--- src/rtl/sobel_frame_ctrl.sv ---
// sobel_frame_ctrl: frame-level sequencer for the 3-line Sobel datapath.
//
// Streams an image row by row from the image RAM into the line-buffer bank
// (ln0/ln1/ln2), with zero rows at the top and bottom for padding. Once the
// three lines around an output row are loaded, it starts the per-row Sobel
// core and waits for its done.
//
// Fill pass k (0..IMG_H+1) loads source row k-1 into ln2. Passes 0 and
// IMG_H+1 are padding passes: they write zeros and do not read the RAM.
//
// Ports:
//   clk, reset     clock; asynchronous active-high reset
//   frame_start    start one frame (only looked at while idle)
//   busy           high from the cycle after frame_start is accepted up to
//                  and including the frame_done cycle
//   frame_done     one-cycle end-of-frame pulse
//   mem_rd_en      image RAM read strobe (RAM returns data one cycle later)
//   mem_rd_addr    src_row*IMG_W + col
//   lb_shift       rotate line buffers: ln0<=ln1, ln1<=ln2
//   lb_wr_en       write one pixel into ln2 at lb_wr_col
//   lb_wr_zero     with lb_wr_en: write 0 instead of RAM data
//   core_start     one-cycle pulse: run the core on the current buffers
//   core_row       output row index, valid with core_start
//   core_done      core finished its row (only looked at while waiting)
//   frame_cycles   (SOBEL_CTRL_STATS_EN only) busy cycles of the last
//                  completed frame, saturating
//
// Optional feature macro: SOBEL_CTRL_STATS_EN adds the frame_cycles port.

module sobel_frame_ctrl #(
    parameter int unsigned IMG_W  = 512,
    parameter int unsigned IMG_H  = 512,
    parameter int unsigned COL_W  = 9,
    parameter int unsigned ROW_W  = 10,
    parameter int unsigned ADDR_W = 18
) (
    input  logic              clk,
    input  logic              reset,
    input  logic              frame_start,
    output logic              busy,
    output logic              frame_done,
    output logic              mem_rd_en,
    output logic [ADDR_W-1:0] mem_rd_addr,
    output logic              lb_shift,
    output logic              lb_wr_en,
    output logic [COL_W-1:0]  lb_wr_col,
    output logic              lb_wr_zero,
    output logic              core_start,
    output logic [ROW_W-1:0]  core_row,
    input  logic              core_done
`ifdef SOBEL_CTRL_STATS_EN
    ,
    output logic [31:0]       frame_cycles
`endif
);

    typedef enum logic [2:0] {
        StIdle,
        StShift,
        StFill,
        StDrain,
        StStart,
        StWait,
        StDone
    } state_e;

    localparam logic [COL_W-1:0] ColLast  = COL_W'(IMG_W - 1);
    localparam logic [ROW_W-1:0] PassLast = ROW_W'(IMG_H + 1);

    state_e           state_q, state_d;
    logic [ROW_W-1:0] pass_q, pass_d;
    logic [COL_W-1:0] col_q, col_d;

    // Write pipeline: RAM data for a column arrives one cycle after its read,
    // so the ln2 write strobe/column trail the FILL column by one cycle.
    logic             wr_en_q;
    logic [COL_W-1:0] wr_col_q;
    logic             wr_zero_q;

    logic             real_row;
    logic [ROW_W-1:0] src_row;

    assign real_row = (pass_q != '0) && (pass_q != PassLast);
    assign src_row  = pass_q - ROW_W'(1);

    always_ff @(posedge clk or posedge reset) begin
        if (reset) begin
            state_q   <= StIdle;
            pass_q    <= '0;
            col_q     <= '0;
            wr_en_q   <= 1'b0;
            wr_col_q  <= '0;
            wr_zero_q <= 1'b0;
        end else begin
            state_q   <= state_d;
            pass_q    <= pass_d;
            col_q     <= col_d;
            wr_en_q   <= (state_q == StFill);
            wr_col_q  <= (state_q == StFill) ? col_q : '0;
            wr_zero_q <= (state_q == StFill) && !real_row;
        end
    end

    always_comb begin
        state_d     = state_q;
        pass_d      = pass_q;
        col_d       = col_q;
        busy        = (state_q != StIdle);
        frame_done  = 1'b0;
        mem_rd_en   = 1'b0;
        mem_rd_addr = '0;
        lb_shift    = 1'b0;
        core_start  = 1'b0;
        core_row    = '0;

        unique case (state_q)
            StIdle: begin
                if (frame_start) begin
                    state_d = StShift;
                    pass_d  = '0;
                    col_d   = '0;
                end
            end
            StShift: begin
                lb_shift = 1'b1;
                col_d    = '0;
                state_d  = StFill;
            end
            StFill: begin
                mem_rd_en = real_row;
                // Address is rebuilt from row/column every cycle, never accumulated.
                if (real_row) begin
                    mem_rd_addr = ADDR_W'(src_row) * ADDR_W'(IMG_W) + ADDR_W'(col_q);
                end
                if (col_q == ColLast) begin
                    col_d   = '0;
                    state_d = StDrain;
                end else begin
                    col_d = col_q + COL_W'(1);
                end
            end
            StDrain: begin
                // From pass 2 on, ln0..ln2 hold the three rows around pass-2.
                if (pass_q >= ROW_W'(2)) begin
                    state_d = StStart;
                end else begin
                    pass_d  = pass_q + ROW_W'(1);
                    state_d = StShift;
                end
            end
            StStart: begin
                core_start = 1'b1;
                core_row   = pass_q - ROW_W'(2);
                state_d    = StWait;
            end
            StWait: begin
                if (core_done) begin
                    if (pass_q == PassLast) begin
                        state_d = StDone;
                    end else begin
                        pass_d  = pass_q + ROW_W'(1);
                        state_d = StShift;
                    end
                end
            end
            StDone: begin
                frame_done = 1'b1;
                pass_d     = '0;
                state_d    = StIdle;
            end
            default: begin
                state_d = StIdle;
            end
        endcase
    end

    assign lb_wr_en   = wr_en_q;
    assign lb_wr_col  = wr_col_q;
    assign lb_wr_zero = wr_zero_q;

`ifdef SOBEL_CTRL_STATS_EN
    // run_cnt_q counts busy cycles before DONE; DONE adds its own cycle.
    logic [31:0] run_cnt_q;
    logic [31:0] frame_cycles_q;

    always_ff @(posedge clk or posedge reset) begin
        if (reset) begin
            run_cnt_q      <= '0;
            frame_cycles_q <= '0;
        end else if (state_q == StDone) begin
            frame_cycles_q <= (run_cnt_q == '1) ? run_cnt_q : run_cnt_q + 32'd1;
            run_cnt_q      <= '0;
        end else if (busy && (run_cnt_q != '1)) begin
            run_cnt_q <= run_cnt_q + 32'd1;
        end
    end

    assign frame_cycles = frame_cycles_q;
`endif

endmodule

--- config.mk ---
export PLATFORM = sky130hd
export DESIGN_NAME = sobel_frame_ctrl
export DESIGN_NICKNAME = d
export VERILOG_FILES = /design/src/rtl/sobel_frame_ctrl.sv
export SDC_FILE = /design/constraint.sdc
export NUM_CORES = 1
export LEC_CHECK = 0
export ABC_AREA = 1
export CORE_UTILIZATION = 57
export CTS_BUF_LIST = sky130_fd_sc_hd__clkbuf_8
export DETAILED_ROUTE_END_ITERATION = 8
export GPL_ROUTABILITY_DRIVEN = 0
export GPL_TIMING_DRIVEN = 0
export PLACE_DENSITY = 0.93
export RECOVER_POWER = 50
export SLEW_MARGIN = 20
export SYNTH_ARGS = -nofsm -noshare
export SYNTH_HDL_FRONTEND = slang
export SYNTH_SLANG_ARGS = --single-unit
--- constraint.sdc ---
create_clock -name clk -period 4.7 [get_ports clk]
set_input_delay 0.47 -clock clk [delete_from_list [all_inputs] [get_ports clk]]
set_output_delay 0.47 -clock clk [all_outputs]
set_load 0.05 [all_outputs]
* Word level (Yosys, flattened, before mapping) *
Cells that the tools add are included.

cells by class
  $add $sub $neg = 5
  $lt $le $gt $ge = 1
  equality and inequality tests = 14
  mux-type cells = 22
  reduce and logical (&&, ||, !) cells = 11

operators by type and width
  kind                                                                                  number
  10-bit 2-to-1 mux                                                                     5
  10-bit one-hot mux with 4 select lines                                                1
  18-bit 2-to-1 mux                                                                     2
  9-bit 2-to-1 mux                                                                      3
  9-bit one-hot mux with 3 select lines                                                 1
  18-bit by 9-bit adder with 18-bit output                                              1
  3-bit one-hot mux with 6 select lines                                                 1
  3-bit 2-to-1 mux                                                                      5
  10-bit by 1-bit adder with 10-bit output, second input constant                       1
  10-bit equality test, second input constant                                           1
  10-bit by 2-bit greater-or-equal comparator with 1-bit output, second input constant  1
  10-bit inequality test, second input constant                                         1
  10-bit nonzero test                                                                   1
  10-bit by 2-bit subtractor with 10-bit output, second input constant                  1
  9-bit by 1-bit adder with 9-bit output, second input constant                         1
  3-bit equality test, second input constant                                            3
  9-bit equality test, second input constant                                            1
  9-bit by 1-bit subtractor with 9-bit output, second input constant                    1
  2-bit inequality test, second input constant                                          4
  3-bit by 2-bit equality test with 1-bit output, second input constant                 2
  3-bit nonzero test                                                                    2
  5-bit AND reduction                                                                   1
  1-bit 2-to-1 mux                                                                      4
  4-bit nonzero test                                                                    1
  7 further kinds                                                                       8

word-level totals
  bits in registers = 33
  input port bits = 4
  output and inout bits = 44
  word-level logic and storage cells = 59

* Depth between registers and ports, before layout *
Gate-level depths: netlist of run 1.

  depth in word-level cells = 4
  gate-level depth with buffers = 11
  depth with buffers taken out = 10

* Worst setup path after synthesis of run 1 *
OpenSTA, ideal clock, no wires.

  path type = register to output
  start = register pass_q[0]
  end = output mem_rd_addr[15]
  arrival = 2.470 ns
  path slack = 1.760 ns
  cell stages (with the launch flop) = 11
  buffers on the path = 1
  path through = dfrtp_1 clkbuf_1 inv_1 ha_1 nand2_1 nand2_1 nand3_1 nand2_2 inv_1 o21ai_0 a21oi_1

on the way
  longest elaborated chain between the ends = 4
  elaborated cells on any way between the ends = 7

RTL lines
  item                                                                           RTL line  RTL
  start, declared                                                                71        logic [ROW_W-1:0] pass_q, pass_d;
  start signal, assigned                                                         96        pass_q <= pass_d;
  9-bit by 1-bit subtractor with 9-bit output (tied with other cells)            84        assign src_row = pass_q - ROW_W'(1);
  18-bit by 9-bit adder with 18-bit output or 1-bit logical AND (tied branches)  133, 83
  18-bit 2-to-1 mux (*)                                                          132       if (real_row) begin
  18-bit 2-to-1 mux (*)                                                          116       unique case (state_q)
  end, declared                                                                  43        output logic [ADDR_W-1:0] mem_rd_addr,

Mark *: on every way between the ends. The rest lies on a longest branch, timed or not.

* Final worst setup path of run 1 *
  start = register pass_q[0]
  end = output mem_rd_addr[2]

on the way
  longest elaborated chain between the ends = 4
  elaborated cells on any way between the ends = 5

RTL lines
  item                                                           RTL line  RTL
  10-bit inequality test or 10-bit nonzero test (tied branches)  83        assign real_row = (pass_q != '0) && (pass_q != PassLast);
  1-bit logical AND (*)                                          83
  18-bit 2-to-1 mux (*)                                          132
  18-bit 2-to-1 mux (*)                                          116

Marks and branches as above.

==> results.sh, run 1 <==
export IMPL_synth_top_cell_area_share_pct=35.5
export IMPL_critPathArrivalTime_ps=2970
export IMPL_comb_power_share_pct=53.4
export IMPL_worst_path_buf_inv=4
export IMPL_antenna_cells=0
export IMPL_synthesis_area_sq_um=2320
export IMPL_io_buffers=47
export IMPL_place_area_sq_um=2850
export IMPL_crit_chain="clkbuf_1 -> inv_1 -> ha_1 -> nand2_1 -> nand2_1 -> nand3_1 -> nand2_2 -> buf_4 -> nor2_1 -> clkdlybuf4s50_1"
export IMPL_antenna_found_initial=0
export IMPL_root_buffer="clkbuf_8"
export IMPL_min_period_ps=3440
export IMPL_synth_edf_count=0
export IMPL_cts_hold_buffers=0
export IMPL_first_global_vias=2211
export IMPL_clk_pin_slew_worst_paths_ps=70
export IMPL_finalCritPeriodShare_pct=73.3
export IMPL_wl_microns=6210
export IMPL_clock_path_buffers=2
export IMPL_final_cell_area_sq_um=2980
export IMPL_ys_ff_latch=33
export IMPL_synth_seq_area_share_pct=35.5
export IMPL_worstPathRequired_ps=4230
export IMPL_grt_pass1_wl_microns=10100
export IMPL_clkLatencyLatePin_ps=300
export IMPL_pwr_share_seq_pct=24.4
export IMPL_dr_pass1_iters=6
export IMPL_start_util_pct=61.6
export IMPL_die_w_microns=65.8
export IMPL_ff_latch_area_sq_um=826
export IMPL_fill_cells=262
export IMPL_cts_htree_levels=2
export IMPL_path_delay_family="buffers and inverters"
export IMPL_critPathMaxStageDelay_ps=810
export IMPL_fin_nets=400
export IMPL_yosys_top_cells_count="nand2_1, nor2_1, inv_1"
export IMPL_rsz0062_at_grt="false"
export IMPL_ys_warn_count=0
export IMPL_power_leakage_nw=1.51
export IMPL_die_area_sq_um=4340
export IMPL_start_kind="flip-flop"
export IMPL_ant_nets=0
export IMPL_dr_wl_met3_microns=685
export IMPL_area_delta_synth_final_pct=28.4
export IMPL_core_area_sq_um=3770
export IMPL_max_freq_ghz=0.290
export IMPL_drc_errors=0
export IMPL_clock_skew_ps=4.98
export IMPL_wl_met2_microns=2840
export IMPL_cp_common_cell="nand2_1"
export IMPL_vias_per_cell=5.66
export IMPL_critPathSlowestCell="clkdlybuf4s50_1"
export IMPL_cp_end_kind="primary output"
export IMPL_fin_tns_setup_ps=0
export IMPL_grt_max_degree=34
export IMPL_post_synth_top_count_cell="nand2_1"
export IMPL_gr_total_overflow=0
export IMPL_p_sw_share_pct=48.3
export IMPL_synthTopCellsByArea="dfrtp_1, nand2_1, nor2_1, inv_1, ha_1"
export IMPL_cts_buffers=5
export IMPL_synth_cell_type_count=28
export IMPL_netlist_instances=332
export IMPL_powerDensity_nw_per_um2=492
export IMPL_hpwl_microns=4200
export IMPL_hold_violations=0
export IMPL_cts_tree="built"
export IMPL_postCtsSetupBuffers=0
export IMPL_vias=2460
export IMPL_io_pins=48
export IMPL_async_flop_share_pct=100
export IMPL_final_layout_size_suffix_gt1_share_pct=9.56
export IMPL_synth_top_area_cell="dfrtp_1"
export IMPL_met1_length_microns=2480
export IMPL_switchingPower_mw=0.708
export IMPL_rows=22
export IMPL_outcome="finished clean"
export IMPL_clock_sinks=33
export IMPL_clkPwrFrac_pct=22.2
export IMPL_top_layer="met4"
export IMPL_maxSlewViolCount=0
export IMPL_ir_drop_uv=428
export IMPL_relSlewSlack_pct=15.4
export IMPL_critical_path_max_fanout=10
export IMPL_post_cts_resized=0
export IMPL_ys_flop_type="dfrtp_1"
export IMPL_post_drt_wl_per_cell_microns=14.3
export IMPL_drv_cap=0
export IMPL_syn_area_per_cell_sq_um=7.00
export IMPL_internal_power_mw=0.760
export IMPL_setup_viol=0
export IMPL_drt_iter0_drc=262
export IMPL_die_y_microns=65.8
export IMPL_worst_slew_pin_slew_ps=1270
export IMPL_multi_input_area_sq_um=1250
export IMPL_hold_class="reg2reg"
export IMPL_groute_usage_overall_pct=31.2
export IMPL_worst_setup_path_type="reg2out"
export IMPL_synth_nets=346
final timing paths:
kind,startpoint,endpoint,slack [ps],cells past startpoint
min in group asynchronous,reset,lb_wr_col[8],970,2
max in group asynchronous,reset,lb_wr_col[3],2980,2
hold / removal,col_q[0],col_q[0],580,1
setup / recovery,pass_q[0],mem_rd_addr[2],1260,10
setup reg to reg,pass_q[0],pass_q[9],2650,10
hold reg to reg,col_q[0],col_q[0],580,1
per-layer routing:
layer | track usage, % | vias to the layer above
met3 | 5.00 | 24
met2 | 48.2 | 169
met4 | 15.5 | 0
met1 | 42.1 | 1117
met5 | 0 | -
li1 | - | 1150
cell type report:
| class | instances | area share (%) |
|---|---|---|
| repair buffers | 47 | 15.8 |
| inverters | 45 | 5.66 |
| well taps | 48 | 2.01 |
| plain buffers | 11 | 2.35 |
| multi-input cells | 243 | 42.0 |
| clock buffers | 5 | 2.31 |
| clock inverters | 3 | 2.18 |
| flip-flops and latches | 33 | 27.7 |
metrics by stage:
step                cells  utilization [%]  hold WS, ps  setup WS, ps  power, mW
floorplan             332                -          486          1760      0.922
global placement      427             75.7          542          1690       1.11
detailed placement    427             75.7          539          1660       1.13
CTS                   435             79.2          573          1300       1.46
global route          435             79.1          602          1130       1.55
finish                435             79.1          580          1260       1.47
power by group through the flow:
| stage | clock network, mW | registers (mW) | logic [mW] |
|---|---|---|---|
| after floorplan | 0 | 0.399 | 0.522 |
| after global placement | 0 | 0.359 | 0.751 |
| after detailed placement | 0 | 0.361 | 0.768 |
| after CTS | 0.321 | 0.357 | 0.777 |
| after global routing | 0.341 | 0.363 | 0.848 |
| final | 0.326 | 0.358 | 0.784 |
flip-flops by register name (all words and copies together), names as in the netlist:
signal / count
lb_wr_col: 9
state_q: 3
lb_wr_en: 1
col_q: 9
lb_wr_zero: 1
pass_q: 10
kinds of logic after synthesis:
group / after synthesis / share of synthesized area (%)
fa+ha+maj: 10 / 5.39
compound gates: 31 / 7.27
simple gates: 194 / 38.5
xor+xnor: 8 / 3.02
flops: 33 / 35.5
buf+inv: 56 / 10.3
cells in the final DEF, fill, tap and decap left out, types with 8 or more instances in the layout:
cell,Yosys,routed
xor2_1,8,8
o21ai_0,15,15
a21oi_1,14,14
clkdlybuf4s50_1,0,45
nand4_1,9,9
inv_1,42,42
nand3_1,22,23
dfrtp_1,33,33
nand2_1,78,78
nor2_1,57,57
ha_1,10,10
nor3_1,9,9
No activity file was read; power rests on OpenSTA's default activity.
==> inputs of run 2 (changes only) <==
--- a/config.mk
+++ b/config.mk
@@ -6,12 +6,12 @@
 export NUM_CORES = 1
 export LEC_CHECK = 0
 export ABC_AREA = 1
-export CORE_UTILIZATION = 57
+export CORE_UTILIZATION = 48
 export CTS_BUF_LIST = sky130_fd_sc_hd__clkbuf_8
 export DETAILED_ROUTE_END_ITERATION = 8
 export GPL_ROUTABILITY_DRIVEN = 0
 export GPL_TIMING_DRIVEN = 0
-export PLACE_DENSITY = 0.93
+export PLACE_DENSITY = 0.84
 export RECOVER_POWER = 50
 export SLEW_MARGIN = 20
 export SYNTH_ARGS = -nofsm -noshare
==> constraint.sdc (replaced) <==
create_clock -name clk -period 2.9 [get_ports clk]
set_input_delay 0.29 -clock clk [delete_from_list [all_inputs] [get_ports clk]]
set_output_delay 0.29 -clock clk [all_outputs]
set_load 0.05 [all_outputs]
==> run 2 against run 1 <==
Via count decreased by 3.9%. Wire length decreased by 5.4%. Sequential share of layout area increased by 0.81 points. Die area increased by 18%. Cell count increased by 0.92%. Core utilization decreased by 15 points. Non-clock buffer count unchanged. Sequential power increased by 62%. Largest cell class unchanged. Largest power group unchanged.
==> results.sh, run 2 (synthesis results as in run 1) <==
export IMPL_antenna_cells=0
export IMPL_gr_total_overflow=0
export IMPL_hpwl_microns=4330
export IMPL_cp_end_kind="primary output"
export IMPL_layout_commonest_cell="nand2_1"
export IMPL_finalPower_mw=2.16
export IMPL_drv_cap=0
export IMPL_final_cell_area_sq_um=2900
export IMPL_crit_chain="inv_1 -> nor3_2 -> inv_1 -> nor2_1 -> clkdlybuf4s50_1"
export IMPL_grt_max_degree=34
export IMPL_groute_usage_overall_pct=25.1
export IMPL_max_freq_ghz=0.366
export IMPL_root_buffer="clkbuf_8"
export IMPL_area_delta_synth_final_pct=24.7
export IMPL_r2r_end="col_q[5]"
export IMPL_finalCritPeriodShare_pct=94.1
export IMPL_fin_util_pct=64.3
export IMPL_die_y_microns=71.6
export IMPL_ff_latch_area_sq_um=826
export IMPL_min_period_ps=2730
export IMPL_ff2ff_path_depth=9
export IMPL_dr_pass1_iters=4
export IMPL_hold_violations=0
export IMPL_outcome="finished clean"
export IMPL_reg2reg_from="col_q[0]"
export IMPL_fin_nets=400
export IMPL_maxSlewViolCount=0
export IMPL_antenna_found_initial=0
export IMPL_clock_path_buffers=2
export IMPL_rsz0062_at_grt="false"
export IMPL_worst_slew_pin_slew_ps=1280
export IMPL_wl_met2_microns=2780
export IMPL_start_util_pct=51.6
export IMPL_critical_path_max_fanout=7
export IMPL_first_global_vias=2216
export IMPL_clock_sinks=33
export IMPL_dp_cells=431
export IMPL_core_area_sq_um=4500
export IMPL_whs_endpoint="lb_wr_col[8]"
export IMPL_cts_hold_buffers=0
export IMPL_start_kind="flip-flop"
export IMPL_cp_common_cell="inv_1"
export IMPL_holdPathStages=2
export IMPL_post_drt_wl_per_cell_microns=13.4
export IMPL_hold_class="reg2reg"
export IMPL_ant_nets=0
export IMPL_final_layout_size_suffix_gt1_share_pct=13.4
export IMPL_instances_no_fill=439
export IMPL_top_layer="met4"
export IMPL_io_buffers=47
export IMPL_vias=2364
export IMPL_top_register="pass_q"
export IMPL_ir_drop_uv=618
export IMPL_largest_reg_flops=10
export IMPL_worst_setup_path_type="reg2out"
export IMPL_clk_pin_slew_worst_paths_ps=70
export IMPL_critPathArrivalTime_ps=2440
export IMPL_cts_tree="built"
export IMPL_multi_input_area_sq_um=1260
export IMPL_place_area_sq_um=2860
export IMPL_clock_skew_ps=7.55
export IMPL_worstPathRequired_ps=2610
export IMPL_grt_pass1_wl_microns=10100
export IMPL_worst_path_buf_inv=3
export IMPL_relSlewSlack_pct=14.4
export IMPL_die_w_microns=71.6
export IMPL_setup_viol=0
export IMPL_cts_htree_levels=2
export IMPL_r2r_slack_ps=1050
export IMPL_fin_tns_setup_ps=0
export IMPL_cts_buffers=5
export IMPL_rows=24
export IMPL_clkLatencyLatePin_ps=290
export IMPL_die_area_sq_um=5120
export IMPL_met1_length_microns=2520
export IMPL_critPathSlowestCell="clkdlybuf4s50_1"
export IMPL_vias_per_cell=5.38
export IMPL_dr_wl_met3_microns=422
export IMPL_hold_start="col_q[8]"
export IMPL_path_delay_family="buffers and inverters"
export IMPL_drt_iter0_drc=172
export IMPL_fill_cells=395
export IMPL_io_pins=48
export IMPL_power_leakage_nw=1.64
export IMPL_final_cell_mix="nand2_1, nor2_1, inv_1"
export IMPL_drc_errors=0
export IMPL_powerDensity_nw_per_um2=744
export IMPL_critPathMaxStageDelay_ps=810
export IMPL_wl_microns=5880
==> run 2: worst reg2reg max path, delay by kind of cell (launching register included) <==
kind	cells	cell delay, ps
AND/OR/NAND/NOR	4	590
adder cells (fa/ha/maj)	2	510
flip-flops	1	410
AO/OA/AOI/OAI	2	150
buffers and inverters	1	90
==> run 2: what timing repair did <==
| item | 4_1_cts | 5_1_grt |
|---|---|---|
| endpoints found under the setup margin | 21 | 19 |
| setup buffers | 0 | 0 |
| gates resized for setup | 33 | 23 |
==> run 2: report_power, final <==
part	switching (mW)	internal [mW]	total, mW
combinational	0.891	0.338	1.23
sequential	0.0543	0.524	0.579
clock	0.183	0.166	0.349
==> run 2: area by class of cell <==
| cell class | count | share of cell area, % |
|---|---|---|
| clock buffer | 5 | 2.37 |
| sequential | 33 | 28.5 |
| buffer | 11 | 2.46 |
| clock inverter | 3 | 0.604 |
| inverter | 45 | 5.83 |
| tap | 52 | 2.25 |
| multi-input combinational | 243 | 43.4 |
| timing repair buffer | 47 | 14.6 |
==> run 2: routing by layer <==
metal  track usage, %  vias to the layer above
met1             33.9                     1091
met3             4.92                       15
li1                 -                     1152
met5                0                        -
met4             9.59                        0
met2             40.2                      106
==> run 2: metrics by stage <==
step / hold slack (ps) / worst slack [ps]
after floorplan: 419 / 140
after global placement: 516 / 24.8
after detailed placement: 533 / -13.0
after global routing: 581 / 2.82
after CTS: 461 / 4.25
final: 560 / 171
==> run 2: worst max path at each step <==
stage	endpoint	slack, ps	cells after the start	from
after global placement	mem_rd_addr[8]	20	10	pass_q[0]
final	core_row[2]	170	5	state_q[2]
after detailed placement	mem_rd_addr[10]	-10	10	pass_q[0]
after global routing	core_row[2]	3	5	state_q[2]
after floorplan	mem_rd_addr[15]	140	10	pass_q[0]
after CTS	core_row[5]	4	7	pass_q[1]
==> inputs of run 3 (changes only) <==
--- a/config.mk
+++ b/config.mk
@@ -6,6 +6,7 @@
 export NUM_CORES = 1
 export LEC_CHECK = 0
 export ABC_AREA = 1
+export CORE_ASPECT_RATIO = 1.25
 export CORE_UTILIZATION = 48
 export CTS_BUF_LIST = sky130_fd_sc_hd__clkbuf_8
 export DETAILED_ROUTE_END_ITERATION = 8
==> run 3 against run 2 <==
Hold slack got worse by 32 ps. Clock-buffer cell count is 1 higher. Die area about the same. Via count down 3.0%. Critical path type unchanged. Largest power group unchanged. Highest routed layer unchanged.
==> results.sh, run 3 (synthesis results as in run 1) <==
export IMPL_outcome="finished clean"
export IMPL_instances_no_fill=445
export IMPL_startpoint="pass_q[1]"
export IMPL_area_delta_synth_final_pct=26.5
export IMPL_root_buffer="clkbuf_8"
export IMPL_final_cell_mix="nand2_1, nor2_1, inv_1"
export IMPL_ir_drop_uv=610
export IMPL_start_util_pct=51.3
export IMPL_holdPathStages=1
export IMPL_drc_errors=0
export IMPL_critical_path_max_fanout=10
export IMPL_clock_skew_ps=6.87
export IMPL_first_global_vias=2312
export IMPL_dr_pass1_iters=4
export IMPL_largest_reg_flops=10
export IMPL_cp_endpoint="mem_rd_addr[12]"
export IMPL_groute_usage_overall_pct=24.7
export IMPL_fin_nets=400
export IMPL_worst_slew_pin_slew_ps=1290
export IMPL_post_drt_wl_per_cell_microns=12.9
export IMPL_final_layout_size_suffix_gt1_share_pct=12.1
export IMPL_grt_max_degree=34
export IMPL_ant_nets=0
export IMPL_die_y_microns=79.8
export IMPL_min_period_ps=2750
export IMPL_clock_sinks=33
export IMPL_hold_class="reg2reg"
export IMPL_ff2ff_path_depth=8
export IMPL_cp_end_kind="primary output"
export IMPL_powerDensity_nw_per_um2=765
export IMPL_place_area_sq_um=2870
export IMPL_drv_cap=0
export IMPL_r2r_end="pass_q[4]"
export IMPL_rsz0062_at_grt="false"
export IMPL_r2r_slack_ps=1120
export IMPL_cts_hold_buffers=0
export IMPL_clock_path_buffers=2
export IMPL_cts_tree="built"
export IMPL_io_pins=48
export IMPL_die_w_microns=64.2
export IMPL_clk_pin_slew_worst_paths_ps=70
export IMPL_dp_cells=437
export IMPL_hold_violations=0
export IMPL_finalCritPeriodShare_pct=94.8
export IMPL_hpwl_microns=4220
export IMPL_relSlewSlack_pct=14.1
export IMPL_whs_ps=528
export IMPL_postCtsSetupBuffers=0
export IMPL_max_freq_ghz=0.364
export IMPL_maxSlewViolCount=0
export IMPL_setup_viol=0
export IMPL_vias=2294
export IMPL_critPathArrivalTime_ps=2460
export IMPL_antenna_cells=0
export IMPL_reg2reg_from="pass_q[1]"
export IMPL_top_register="pass_q"
export IMPL_clkLatencyLatePin_ps=280
export IMPL_antenna_found_initial=0
export IMPL_wl_microns=5730
export IMPL_core_area_sq_um=4530
export IMPL_rows=27
export IMPL_vias_per_cell=5.16
export IMPL_cts_htree_levels=2
export IMPL_finalPower_mw=2.25
export IMPL_final_cell_area_sq_um=2940
export IMPL_worstPathRequired_ps=2610
export IMPL_power_leakage_nw=1.59
export IMPL_gr_total_overflow=0
export IMPL_start_kind="flip-flop"
export IMPL_io_buffers=47
export IMPL_grt_pass1_wl_microns=9900
export IMPL_cts_buffers=5
export IMPL_die_area_sq_um=5120
export IMPL_layout_commonest_cell="nand2_1"
export IMPL_worst_setup_path_type="reg2out"
export IMPL_drt_iter0_drc=165
## run 3: changes by cell type in the layout (fill, tap and decap cells not counted), moves of 2 or more
cell	before	now
clkbuf_2	12	8
clkdlybuf4s50_1	16	19
inv_1	42	44
clkinv_2	2	0
dlymetal6s2s_1	5	1
clkdlybuf4s15_2	2	4
dlygate4sd2_1	7	9
## run 3: critical path: stages, from the launching register on
cell,delay (ps)
dfrtp_1,460
inv_1,170
ha_1,210
nand3_1,160
nand2_1,80
nand3_1,140
nand2_2,170
buf_4,220
nor2_1,150
clkdlybuf4s15_2,390
## run 3: metal layers
metal  global-route usage, %  part of all wire (%)
met1                    28.4                    41
met2                    44.0                    53
met3                    2.86                   4.2
met4                    14.0                   2.1
met5                       0                     0
## run 3: final cells by class
cell class                 instances  area [sq um]
clock buffer                       6          82.6
clock inverter                     2          33.8
tap                               58          72.6
multi-input combinational        243          1250
fill                             409          1590
buffer                            11          71.3
timing repair buffer              47           432
sequential                        33           826
inverter                          45           169
## run 3: metrics by stage
| stage | setup slack, ps | utilization [%] | TNS (ps) |
|---|---|---|---|
| after CTS | 11.2 | 65.7 | 0 |
| final | 151 | 65.0 | 0 |
| after global placement | -40.3 | 63.3 | -80.4 |
| after detailed placement | -23.3 | 63.3 | -46.3 |
| after global routing | 9.45 | 65.0 | 0 |
| after floorplan | 140 | - | 0 |
## run 3: power breakdown
part	total (mW)	internal, mW	switching [mW]	leakage (nW)
registers	0.583	0.525	0.0580	0.451
logic	1.21	0.341	0.873	1.07
clock network	0.453	0.277	0.176	0.0626
## run 3: worst min-delay path by stage
stage,startpoint,to,slack [ps]
6_report,col_q[0],col_q[0],530
5_1_grt,col_q[0],col_q[0],550
4_1_cts,reset,pass_q[9],460
3_5_place_dp,col_q[0],col_q[0],520
3_3_place_gp,col_q[0],col_q[0],520
2_1_floorplan,reset,col_q[0],420
## run 3: what timing repair did
| item | CTS | global route |
|---|---|---|
| gates resized for setup | 37 | 12 |
| pin swaps | 0 | 0 |
| setup endpoints to repair | 22 | 17 |
| gates cloned | 0 | 0 |
